File: src/rtl/host_reset_pkg.sv
// Shared types and helpers for the host reset sequencer.
// Holds the FSM state encoding, the diagnostic counter width and a width helper.
package host_reset_pkg;

   typedef enum logic [1:0] {
      StWaitLock = 2'd0,
      StHold     = 2'd1,
      StRelease  = 2'd2,
      StRun      = 2'd3
   } state_e;

   localparam int unsigned LOST_CNT_W = 16;

   // Counter width for a modulus, never narrower than one bit.
   function automatic int unsigned clog2_min1(input int unsigned value);
      return (value <= 1) ? 1 : $clog2(value);
   endfunction

endpackage

File: src/rtl/lock_sync.sv
// Single-bit synchroniser chain for an asynchronous lock indication.
// Synchronous active-low clear drives every flop in the chain to zero.
module lock_sync #(
   parameter int unsigned SYNC_STAGES = 2
) (
   input  logic clk_i,
   input  logic rst_ni,
   input  logic d_i,
   output logic q_o
);

   (* ASYNC_REG = "TRUE" *) logic [SYNC_STAGES-1:0] sync_q;

   always_ff @(posedge clk_i) begin
      if (!rst_ni) begin
         sync_q <= '0;
      end else begin
         sync_q <= {sync_q[SYNC_STAGES-2:0], d_i};
      end
   end

   assign q_o = sync_q[SYNC_STAGES-1];

endmodule

File: src/rtl/host_reset_sequencer.sv
// Staged reset release gated on synchronised clock-generator locks.
// Re-asserts every stage on lock loss or software request and counts lock losses.
module host_reset_sequencer
   import host_reset_pkg::*;
#(
   parameter int unsigned NUM_LOCKS   = 1,
   parameter int unsigned NUM_STAGES  = 2,
   parameter int unsigned HOLD_CYCLES = 64,
   parameter int unsigned STAGE_GAP   = 16,
   parameter int unsigned SYNC_STAGES = 2
) (
   input  logic                  clock,
   input  logic                  reset_n,
   input  logic [NUM_LOCKS-1:0]  lock_in,
   input  logic                  sw_reset_req,
   output logic [NUM_STAGES-1:0] stage_reset_n,
   output logic                  all_released,
   output logic [LOST_CNT_W-1:0] lock_lost_count,
   output logic [1:0]            state
);

   localparam int unsigned HoldW = clog2_min1(HOLD_CYCLES);
   localparam int unsigned GapW  = clog2_min1(STAGE_GAP);
   localparam int unsigned IdxW  = clog2_min1(NUM_STAGES);

   localparam logic [HoldW-1:0] HoldLast = HoldW'(HOLD_CYCLES - 1);
   localparam logic [GapW-1:0]  GapLast  = GapW'(STAGE_GAP - 1);
   localparam logic [IdxW-1:0]  IdxLast  = IdxW'(NUM_STAGES - 1);

   logic [NUM_LOCKS-1:0] lock_sync_vec;
   logic                 locks_ok;

   for (genvar g = 0; g < NUM_LOCKS; g++) begin : g_lock_sync
      lock_sync #(
         .SYNC_STAGES(SYNC_STAGES)
      ) u_lock_sync (
         .clk_i (clock),
         .rst_ni(reset_n),
         .d_i   (lock_in[g]),
         .q_o   (lock_sync_vec[g])
      );
   end

   assign locks_ok = &lock_sync_vec;

   state_e                  state_q, state_d;
   logic [HoldW-1:0]        hold_cnt_q, hold_cnt_d;
   logic [GapW-1:0]         gap_cnt_q, gap_cnt_d;
   logic [IdxW-1:0]         idx_q, idx_d;
   logic [NUM_STAGES-1:0]   stage_q, stage_d;
   logic                    all_rel_q, all_rel_d;
   logic [LOST_CNT_W-1:0]   lost_cnt_q, lost_cnt_d;

   always_comb begin
      state_d    = state_q;
      hold_cnt_d = hold_cnt_q;
      gap_cnt_d  = gap_cnt_q;
      idx_d      = idx_q;
      stage_d    = stage_q;
      all_rel_d  = all_rel_q;
      lost_cnt_d = lost_cnt_q;

      case (state_q)
         StWaitLock: begin
            stage_d   = '0;
            all_rel_d = 1'b0;
            if (locks_ok) begin
               state_d    = StHold;
               hold_cnt_d = '0;
            end
         end

         StHold: begin
            // Losing lock before release is not a diagnostic event.
            if (!locks_ok) begin
               state_d = StWaitLock;
            end else if (hold_cnt_q == HoldLast) begin
               stage_d   = NUM_STAGES'(1);
               gap_cnt_d = '0;
               idx_d     = '0;
               if (NUM_STAGES == 1) begin
                  state_d   = StRun;
                  all_rel_d = 1'b1;
               end else begin
                  state_d = StRelease;
               end
            end else begin
               hold_cnt_d = hold_cnt_q + 1'b1;
            end
         end

         StRelease, StRun: begin
            if (!locks_ok) begin
               state_d   = StWaitLock;
               stage_d   = '0;
               all_rel_d = 1'b0;
               if (lost_cnt_q != '1) begin
                  lost_cnt_d = lost_cnt_q + 1'b1;
               end
            end else if (sw_reset_req) begin
               state_d    = StHold;
               hold_cnt_d = '0;
               stage_d    = '0;
               all_rel_d  = 1'b0;
            end else if (state_q == StRelease) begin
               if (gap_cnt_q == GapLast) begin
                  gap_cnt_d = '0;
                  idx_d     = idx_q + 1'b1;
                  // Stages form a thermometer code, so the next one up joins.
                  stage_d   = (stage_q << 1) | NUM_STAGES'(1);
                  if (idx_d == IdxLast) begin
                     state_d   = StRun;
                     all_rel_d = 1'b1;
                  end
               end else begin
                  gap_cnt_d = gap_cnt_q + 1'b1;
               end
            end
         end

         default: begin
            state_d   = StWaitLock;
            stage_d   = '0;
            all_rel_d = 1'b0;
         end
      endcase
   end

   always_ff @(posedge clock) begin
      if (!reset_n) begin
         state_q    <= StWaitLock;
         hold_cnt_q <= '0;
         gap_cnt_q  <= '0;
         idx_q      <= '0;
         stage_q    <= '0;
         all_rel_q  <= 1'b0;
         lost_cnt_q <= '0;
      end else begin
         state_q    <= state_d;
         hold_cnt_q <= hold_cnt_d;
         gap_cnt_q  <= gap_cnt_d;
         idx_q      <= idx_d;
         stage_q    <= stage_d;
         all_rel_q  <= all_rel_d;
         lost_cnt_q <= lost_cnt_d;
      end
   end

   assign stage_reset_n   = stage_q;
   assign all_released    = all_rel_q;
   assign lock_lost_count = lost_cnt_q;
   assign state           = state_q;

endmodule

File: config.mk
export PLATFORM = sky130hd
export DESIGN_NAME = host_reset_sequencer
export DESIGN_NICKNAME = d
export VERILOG_FILES = /design/src/rtl/host_reset_pkg.sv /design/src/rtl/lock_sync.sv /design/src/rtl/host_reset_sequencer.sv
export SDC_FILE = /design/constraint.sdc
export NUM_CORES = 1
export LEC_CHECK = 0
export ABC_AREA = 1
export CAP_MARGIN = 20
export CORE_UTILIZATION = 40
export DETAILED_ROUTE_END_ITERATION = 10
export SYNTH_ARGS = -nofsm -noshare
export SYNTH_HDL_FRONTEND = slang
export SYNTH_HIERARCHICAL = 1
export SYNTH_SLANG_ARGS = --single-unit
File: constraint.sdc
create_clock -name clock -period 1.85 [get_ports clock]
set_input_delay 0.2775 -clock clock [delete_from_list [all_inputs] [get_ports clock]]
set_output_delay 0.2775 -clock clock [all_outputs]
set_load 0.05 [all_outputs]
==> run_results.csv <==
group,metric,value,unit
logic_synthesis,synth_cells,315,
clocking,clk_path_buf_depth,2,
routing,drtIter0Drc,78,
floorplanning,die_h,73.9,um
clocking,hold_buffers,0,
global_route,grt_pass1_wl,8.07,mm
critical_path,cp_slowest_cell,"clkdlybuf4s50_1",
logic_synthesis,synthFlopType,"dfxtp_1",
pwr,p_leak,1.05,nW
pwr,seq_power_share,31.7,%
global_route,grt_max_degree,19,
clocking,h-tree-depth,2,
critical_path,critPathLaunchType,"flop",
logic_synthesis,synth_edf_count,0,
global_route,overflow,0,
sta,tightest_slew,0.496,ns
pwr,p_sw_share,44.5,%
global_route,antenna_found_initial,0,
flow_run,drv_cap,0,
clocking,clk_latency,0.28,ns
pwr,powerDensity,1150,mW/mm^2
layout,fin_nets,361,
floorplanning,die-area,0.00546,sq mm
logic_synthesis,yosys_register_bits,34,
pwr,irDropWorstVdd,0.000586,V
sta,min_period_over_period,94.5,%
clocking,cts.sinks,34,
logic_synthesis,synth_nets,326,
sta,fmax,572,MHz
logic_synthesis,synth_top_area_share,32.9,%
sta,relSlewSlack,66.9,%
pwr,power.internal,1.61,mW
run_status,status,"complete, no violations",
placed_design,place_hpwl,3.40,mm
logic_synthesis,async_reset_ff_share,0,%
routing,drc,0,
sta,finClkSkew,0.00835,ns
logic_synthesis,synth_top_cells_by_area,"dfxtp_1 33%, nand2_1 20%, nor2_1 7.1%, inv_1 5.6%, a21oi_2 4.2%",
routing,ant_nets,0,
floorplanning,io_pins,25,
critical_path,arrival,1.47,ns
critical_path,max_stage_delay,0.81,ns
logic_synthesis,ys_top_cells_by_count,"111 x nand2_1, 39 x nor2_1, 34 x dfxtp_1, 31 x inv_1, 15 x a21oi_1",
routing,wl_per_cell,11.1,um
routing,viasPerCell,4.67,
critical_path,worstPathCellList,"clkdlybuf4s50_1",
placed_design,dp.cells,409,
layout,final_layout_size_suffix_gt1_share,17.7,%
critical_path,crit_required,1.57,ns
global_route,grt_pass1_vias,1734,
logic_synthesis,yosys_warnings,6,
critical_path,crit_fanout,6,
routing,wl,4.66,mm
logic_synthesis,yosysMostFrequentCell,"nand2_1",
layout,final_util,52.1,%
routing,first_pass_iters,4,
critical_path,path_buf_inv,1,
floorplanning,core-area,0.00485,sq mm
layout,areaGrowthSynthToFinish,22.3,%
placed_design,portBuffers,24,
floorplanning,rows,25,
clocking,numCtsBuffers,5,
sta,min_period,1.75,ns
logic_synthesis,ys_seq_area_share,32.9,%
floorplanning,die_w,73.9,um
critical_path,worstSetupPathType,"reg -> out",
layout,fill_cells,483,
sta,finalSetupViolCount,0,
sta,hold_violations,0,
clocking,cts_tree,"built",
logic_synthesis,synth_area,0.00207,sq mm
worst_hold_path,min_path_type,"reg -> reg",
logic_synthesis,synth_top_area_cell,"dfxtp_1",
logic_synthesis,postSynthAreaPerCell,6.56,sq um
clocking,cts.clk_slew.worst_paths,0.07,ns
placed_design,gp_congestion,0.801,
layout,antenna_cells,0,
layout,final_cells,418,
critical_path,crit_family,"buffers and inverters",
pwr,power_frac_comb,48.5,%
pwr,switchingPower,1.29,mW
sta,final-max-slew-violation-count,0,
logic_synthesis,yosys.cell_types.count,27,
floorplanning,start_util,42.6,%
clocking,root_buffer,"clkbuf_8",
pwr,pwr-share-clk,19.8,%
routing,dr_total_vias,1951,
critical_path,endpoint_kind,"output port",
global_route,grt_use_total,19.5,%
## final cells by class
class,count,area (sq um),area share (%)
clock buffers,7,86.3,3.42
clock inverters,1,5.00,0.198
inverters,33,124,4.90
multi-input cells,243,1240,49.2
flip-flops and latches,34,686,27.1
well taps,67,83.8,3.32
repair buffers,33,300,11.9
## cells in the final DEF (no fill, tap or decap), drive strengths merged
master / count
clkdlybuf4s50: 9
clkbuf: 7
or2: 1
xor2: 4
nor2: 49
nand2: 113
clkinv: 1
nand4: 8
a21o: 2
a21oi: 25
buf: 23
xnor2: 7
o21bai: 1
o21ai: 10
nor3: 1
nand3: 15
inv: 33
dfxtp: 34
dlymetal6s2s: 1
ha: 7
## power by group through the flow
| stage | Sequential, mW | Combinational, mW | Clock [mW] |
|---|---|---|---|
| 4_1_cts | 0.917 | 1.29 | 0.595 |
| 2_1_floorplan | 1.12 | 0.820 | 0 |
| 6_report | 0.917 | 1.41 | 0.574 |
| 5_1_grt | 0.933 | 1.58 | 0.627 |
| 3_3_place_gp | 0.930 | 1.29 | 0 |
| 3_5_place_dp | 0.932 | 1.29 | 0 |
## layer usage
layer | GRT usage (%) | wire length (um) | vias up | share of wire [%]
met3 | 4.12 | 172 | 2 | 3.7
met5 | 0 | 0 | - | 0
met4 | 5.77 | 22 | 0 | 0.47
met1 | 26.9 | 2410 | 858 | 52
li1 | - | - | 1060 | -
met2 | 30.5 | 2060 | 31 | 44
## kinds of logic (layout without fill, tap and decap cells)
kind of cell	after synthesis	count (layout)	synth area share, %
DFF	34	34	32.9
AOI/OAI and AO/OA	38	38	11.4
buffers and inverters	38	74	8.05
xor gates and xnor gates	11	11	4.66
adders and majority gates	7	7	4.24
and+or+nand+nor	187	187	38.7
## worst paths after layout
path	from	slack (ns)	depth (start not counted)	end
max	state[0]	0.10	1	state[0]
min reg2reg	g_lock_sync[0].u_lock_sync/sync_q[0]	0.41	2	g_lock_sync[0].u_lock_sync/sync_q[1]
min	g_lock_sync[0].u_lock_sync/sync_q[0]	0.41	2	g_lock_sync[0].u_lock_sync/sync_q[1]
max reg2reg	state[0]	0.18	11	state[1]
## state kept, by name, summed over array words and instances (netlist names)
register	cells
gap_cnt_q	4
stage_reset_n	2
state	2
all_released	1
g_lock_sync.u_lock_sync/sync_q	2
lock_lost_count	16
idx_q	1
hold_cnt_q	6
## through the flow
stage / total power [mW] / area, sq um / worst slack, ns / setup TNS, ns / hold WS, ns
2_1_floorplan: 1.94 / 2070 / 0.0542 / 0 / 0.371
3_3_place_gp: 2.22 / 2390 / 0.0962 / 0 / 0.399
3_5_place_dp: 2.22 / 2390 / 0.0891 / 0 / 0.402
4_1_cts: 2.80 / 2480 / 0.0510 / 0 / 0.415
5_1_grt: 3.14 / 2530 / -0.00244 / -0.00244 / 0.429
6_report: 2.90 / 2530 / 0.102 / 0 / 0.413
## timing repair
action,in CTS,in global routing
hold endpoints to repair,0,0
gates resized for setup,0,6
endpoints found under the setup margin,0,26
setup buffers,0,1
Note: power is estimated with default switching activity, not from simulation.
==> variant 1: new RTL, config.mk and constraints unchanged <==
Set the package constant `LOST_CNT_W` to 14 (it was 16).
--- a/src/rtl/host_reset_pkg.sv
+++ b/src/rtl/host_reset_pkg.sv
@@ -9,7 +9,7 @@
       StRun      = 2'd3
    } state_e;
 
-   localparam int unsigned LOST_CNT_W = 16;
+   localparam int unsigned LOST_CNT_W = 14;
 
    // Counter width for a modulus, never narrower than one bit.
    function automatic int unsigned clog2_min1(input int unsigned value);
Interface: changed (resized lock_lost_count); port bits go from 25 to 23. The function was not compared with the original's and may differ.
==> variant 1 against the original RTL <==
  * Routed wire length fell by 9.5%
  * Sequential cell count fell by 2
  * Hold slack improved by 0.013 ns
  * Global-route usage fell by 1.6 points
  * Synthesized cell count fell by 2.9%
  * Utilization rose by 0.82 points
  * Synthesized area fell by 6.2%
  * Power fell by 2.2%
  * Setup slack got worse by 0.031 ns
  * Final area fell by 5.6%
==> variant 1: results (changes against the original RTL) <==
----------------------------------------------------
[Run status]
  Outcome ... finished, final reports clean

[Pwr]
  Switching Power ... 1.20 mW (-6.7%)
  Leakage power figure ... 1.06 nW (+1.1%)
  Maximum vdd drop ... 0.000786 V (+34%)
  Power in the clock group ... 686 uW (+20%)
  Portion of total power attributed to the clock network ... 24.2% (+4.4 points)

[Synthesis]
  Area contributors post-synth ... sky130_fd_sc_hd__dfxtp_1 33%, sky130_fd_sc_hd__nand2_1 17%, sky130_fd_sc_hd__nor2_1 9.1%
  Number of unique standard cell types used by synthesis ... 23 (-15%)
  Sequential-to-total area share from yosys stat ... 33.0% (+0.10 points)
  Adder-cell area share of the yosys netlist ... 5.81% (+1.6 points)
  Most frequent cells after synthesis ... 88 x sky130_fd_sc_hd__nand2_1, 47 x sky130_fd_sc_hd__nor2_1, 40 x sky130_fd_sc_hd__inv_1, 32 x sky130_fd_sc_hd__dfxtp_1, 30 x sky130_fd_sc_hd__nand3_1
  Compound-Gate Fraction of Synth Area ... 8.65% (-2.7 points)

[Routing]
  Met2 wire length ... 1900 um (-7.7%)
  Wire length per cell after detailed routing ... 10.8 um (-3.2%)
  Starting DRT DRC Count ... 70 (-10%)
  Per-cell via count in the routed design ... 4.89 (+4.7%)
  Routed length on met3 ... 142 um (-17%)
  Met1 routed wirelength after detailed routing ... 2150 um (-11%)

[GRT]
  Pin count of the biggest net entering global routing ... 17 (-2)
  Via count of the first global-routing pass ... 1,659 (-4.3%)
  Met1 Resource Use GR ... 24.1% (-2.8 points)
  First-pass GRT wire length ... 7360 um (-8.7%)
  GR Layer Usage met2 ... 29.0% (-1.4 points)
  Fraction of met3 tracks used by global routing ... 3.94% (-0.18 points)

[STA]
  Clock period minus final worst setup slack ... 1.78 ns (+0.0312 ns)
  Worst slack on hold paths ... 0.426 ns (+0.0130 ns)
  Maximum clock skew at final layout ... 0.00552 ns (-0.00282 ns)
  Headroom to the max-slew limit ... 66.4% (-0.46 points)

[Placed design]
  Area after DPL ... 2260 sq um (-5.7%)
  DP Wirelength ... 3180 um (-6.5%)
  Gpl congestion ... 0.887 (+11%)
  Placed cell count ... 383 (-6.4%)
  Buffers on Ports ... 22 (-8.3%)
  Dpl ws ... 0.156 ns (+0.0673 ns)

[Layout]
  Fraction of layout cells with a size suffix above 1 ... 9.73% (-7.9 points)
  Layout Cells excl Fill ... 391 (-6.5%)
  Number of filler instances in the final layout ... 466 (-3.5%)
  Largest register FFs ... 14 (-2)

[Clock network]
  Clock latency on the worst-skew pair ... 0.28 ns (about the same)
  # clock sinks ... 32 (-5.9%)
  Setup repair bufs after CTS ... 0 (unchanged)

[Critical path]
  Largest stage delay on the critical path ... 0.83 ns (+0.02 ns)
  Critical R2R Capture ... hold_cnt_q[4]$_SDFFE_PN0P_
  Origin of the worst setup path ... lock_lost_count[12]$_SDFFE_PN0P_
  Worst setup path endpoint ... lock_lost_count[12]
  Maximum fanout along the worst path ... 4 (-2)

[Hold path]
  Min-delay src ... g_lock_sync[0].u_lock_sync/sync_q[0]$_SDFF_PN0_

----------------------------------------------------
[variant 1: cell types whose count changed in the layout (fill, tap and decap cells not counted), moves of 3 or more]
cell,change
sky130_fd_sc_hd__a21oi_1,+4
sky130_fd_sc_hd__a21oi_2,-10
sky130_fd_sc_hd__buf_4,-8
sky130_fd_sc_hd__clkdlybuf4s50_1,+6
sky130_fd_sc_hd__inv_1,+9
sky130_fd_sc_hd__nand2_1,-23
sky130_fd_sc_hd__nand3_1,+16
sky130_fd_sc_hd__nor2_1,+8
sky130_fd_sc_hd__nor2_2,-3
sky130_fd_sc_hd__nor2_4,-4
sky130_fd_sc_hd__xnor2_1,-5
[variant 1: final cells by class]
type | count | area [sq um] | area share (%)
Sequential cell | 32 | 647 | 27.1
Multi-Input combinational cell | 229 | 1130 | 47.3
Timing Repair Buffer | 30 | 273 | 11.4
Tap cell | 52 | 65.1 | 2.73
Clock buffer | 8 | 121 | 5.09
Inverter | 40 | 150 | 6.30
==> variant 2: new RTL, same flow settings <==
Made on the original files. Put one more register stage on the output `state`, with the module's reset. The value now appears one clock later. The other outputs are not delayed to match.
--- a/src/rtl/host_reset_sequencer.sv
+++ b/src/rtl/host_reset_sequencer.sv
@@ -149,7 +149,13 @@
    assign stage_reset_n   = stage_q;
    assign all_released    = all_rel_q;
    assign lock_lost_count = lost_cnt_q;
-   assign state           = state_q;
+   always_ff @(posedge clock) begin
+      if (!reset_n) begin
+         state <= '0;
+      end else begin
+         state <= state_q;
+      end
+   end
 
 endmodule
 
Check against the original RTL: not equivalent (a bounded check fails within 4 cycles, from zero or initial values and one cycle with reset_n low).
==> variant 2 against the original RTL <==
  * Routed wire length is 1.2% higher
  * Global-route usage is 0.82 points lower
  * Via count is 5.9% higher
  * Count of clock-buffer cells in the layout is 1 lower
  * Clock skew is 0.0010 ns higher
  * Register-to-register slack worse by 0.04 ns
  * Setup slack worse by 0.020 ns
  * Power is 1.7% lower
  * Synthesized area is 4.5% higher
  * Sequential cell count is 2 higher
  * Final area is 3.4% higher
==> variant 2: results (changes against the original RTL) <==
----------------------------------------------------
[Synthesis]
  Sequential-to-total area share from yosys stat ... 33.4% (+0.42 points)
  Number of unique standard cell types used by synthesis ... 28 (+3.7%)
  Post-synth net total ... 342 (+4.9%)
  Most frequent cells after synthesis ... 95 x sky130_fd_sc_hd__nand2_1, 47 x sky130_fd_sc_hd__nor2_1, 36 x sky130_fd_sc_hd__dfxtp_1, 36 x sky130_fd_sc_hd__inv_1, 29 x sky130_fd_sc_hd__nand3_1
  Area contributors post-synth ... sky130_fd_sc_hd__dfxtp_1 33%, sky130_fd_sc_hd__nand2_1 17%, sky130_fd_sc_hd__nor2_1 8.2%
  Average size of a mapped cell ... 6.53 sq um (-0.51%)

[Critical path]
  Data arrival time at the worst-slack endpoint ... 1.49 ns (+0.02 ns)
  Maximum fanout along the worst path ... 4 (-2)
  Largest stage delay on the critical path ... 0.82 ns
  Family of cells with the greatest summed delay on the critical path ... buffers and inverters
  Origin of the worst setup path ... lock_lost_count[15]$_SDFFE_PN0P_
  Beginning of the worst register-to-register path ... state_q[0]$_SDFFE_PN0P_
  Library cell contributing the largest single delay on the critical path ... sky130_fd_sc_hd__clkdlybuf4s50_1
  R2R Setup Slk ... 0.14 ns (-0.04 ns)

[Routing]
  Met2 wire length ... 2290 um (+11%)
  Starting DRT DRC Count ... 115 (+47%)
  Routed length on met3 ... 193 um (+12%)
  Per-cell via count in the routed design ... 4.74 (+1.5%)
  Number of search-and-repair iterations in the first detailed-routing pass ... 4 (unchanged)
  Final routed wirelength across all metal layers ... 4710 um (+1.2%)
  Total number of vias ... 2,066 (+5.9%)
  Met1 routed wirelength after detailed routing ... 2150 um (-11%)

[GRT]
  Number of antenna violations at the first check in global routing ... 0 (unchanged)
  Pin count of the biggest net entering global routing ... 18 (-1)
  Via count of the first global-routing pass ... 1,873 (+8.0%)
  Aggregate global-route resource usage ... 18.7% (-0.82 points)
  First-pass GRT wire length ... 7980 um (-1.1%)

[Placed design]
  Buffers on Ports ... 24 (unchanged)
  Area after DPL ... 2480 sq um (+3.6%)
  Placed cell count ... 425 (+3.9%)
  Gpl congestion ... 0.799 (-0.20%)
  DP Wirelength ... 3500 um (+2.8%)

[Clock network]
  Clock transition time at the flip-flop clock pins of the worst setup and hold paths ... 0.07 ns (about the same)
  CTS root buffer ... sky130_fd_sc_hd__clkbuf_8

[Pwr]
  Leakage power figure ... 1.22 nW (+17%)
  Maximum vdd drop ... 0.000733 V (+25%)

[Layout]
  Fin nets ... 376 (+4.2%)
  Number of inserted diodes ... 0 (unchanged)
  Fraction of layout cells with a size suffix above 1 ... 13.9% (-3.7 points)

[STA]
  Worst slack on hold paths ... 0.426 ns (+0.0134 ns)
  Measured slew at the worst slew-check pin ... 0.505 ns (+0.00977 ns)
  Maximum clock skew at final layout ... 0.00934 ns (+0.000996 ns)

[Hold path]
  Hold/Removal Path Class ... reg -> reg
  Min-delay src ... g_lock_sync[0].u_lock_sync/sync_q[0]$_SDFF_PN0_

[Run status]
  Outcome ... finished, final reports clean

----------------------------------------------------
## variant 2: layer usage
layer | global-route usage (%) | vias up
met2 | 33.0 | 44
met5 | 0 | -
met3 | 4.63 | 7
li1 | - | 1111
met4 | 6.79 | 0
met1 | 21.9 | 904
## variant 2: what timing repair did
item                                    CTS  global route
setup buffers                             0             3
gates resized for setup                   0             9
endpoints found under the setup margin    0            18
## variant 2: power breakdown
group          internal [mW]  switching [mW]
Sequential             0.881          0.0821
Combinational          0.450           0.844
Clock                  0.297           0.292
Total                   1.63            1.22
## variant 2: worst paths after layout
check / endpoint / cells past startpoint
worst min-delay path: g_lock_sync[0].u_lock_sync/sync_q[1]$_SDFF_PN0_ / 2
worst min register to register: g_lock_sync[0].u_lock_sync/sync_q[1]$_SDFF_PN0_ / 2
worst max-delay path: lock_lost_count[15] / 1
worst max register to register: hold_cnt_q[0]$_SDFFE_PN0P_ / 9
## variant 2: layout make-up
cell class | instances | area (sq um)
Multi-Input combinational cell | 247 | 1240
Timing Repair Buffer | 34 | 313
Clock inverter | 2 | 10.0
Inverter | 41 | 154
Tap cell | 70 | 87.6
Clock buffer | 6 | 82.6
Fill cell | 546 | 2530
Sequential cell | 36 | 726
## variant 2: cells by family (layout without fill, tap and decap cells)
logic type | Yosys count | count (layout) | synth area share [%]
fa+ha+maj | 7 | 7 | 4.05
compound gates | 34 | 34 | 8.05
flops | 36 | 36 | 33.4
xor+xnor | 6 | 6 | 2.43
buf+inv | 48 | 83 | 9.38
simple gates | 200 | 200 | 42.7
## variant 2: per-stage QoR
stage	power (mW)	setup slack (ns)
after floorplan	1.93	0.164
after global placement	2.21	0.108
after detailed placement	2.22	0.0296
after CTS	2.82	0.00854
after global routing	3.08	-0.00344
final	2.85	0.0814
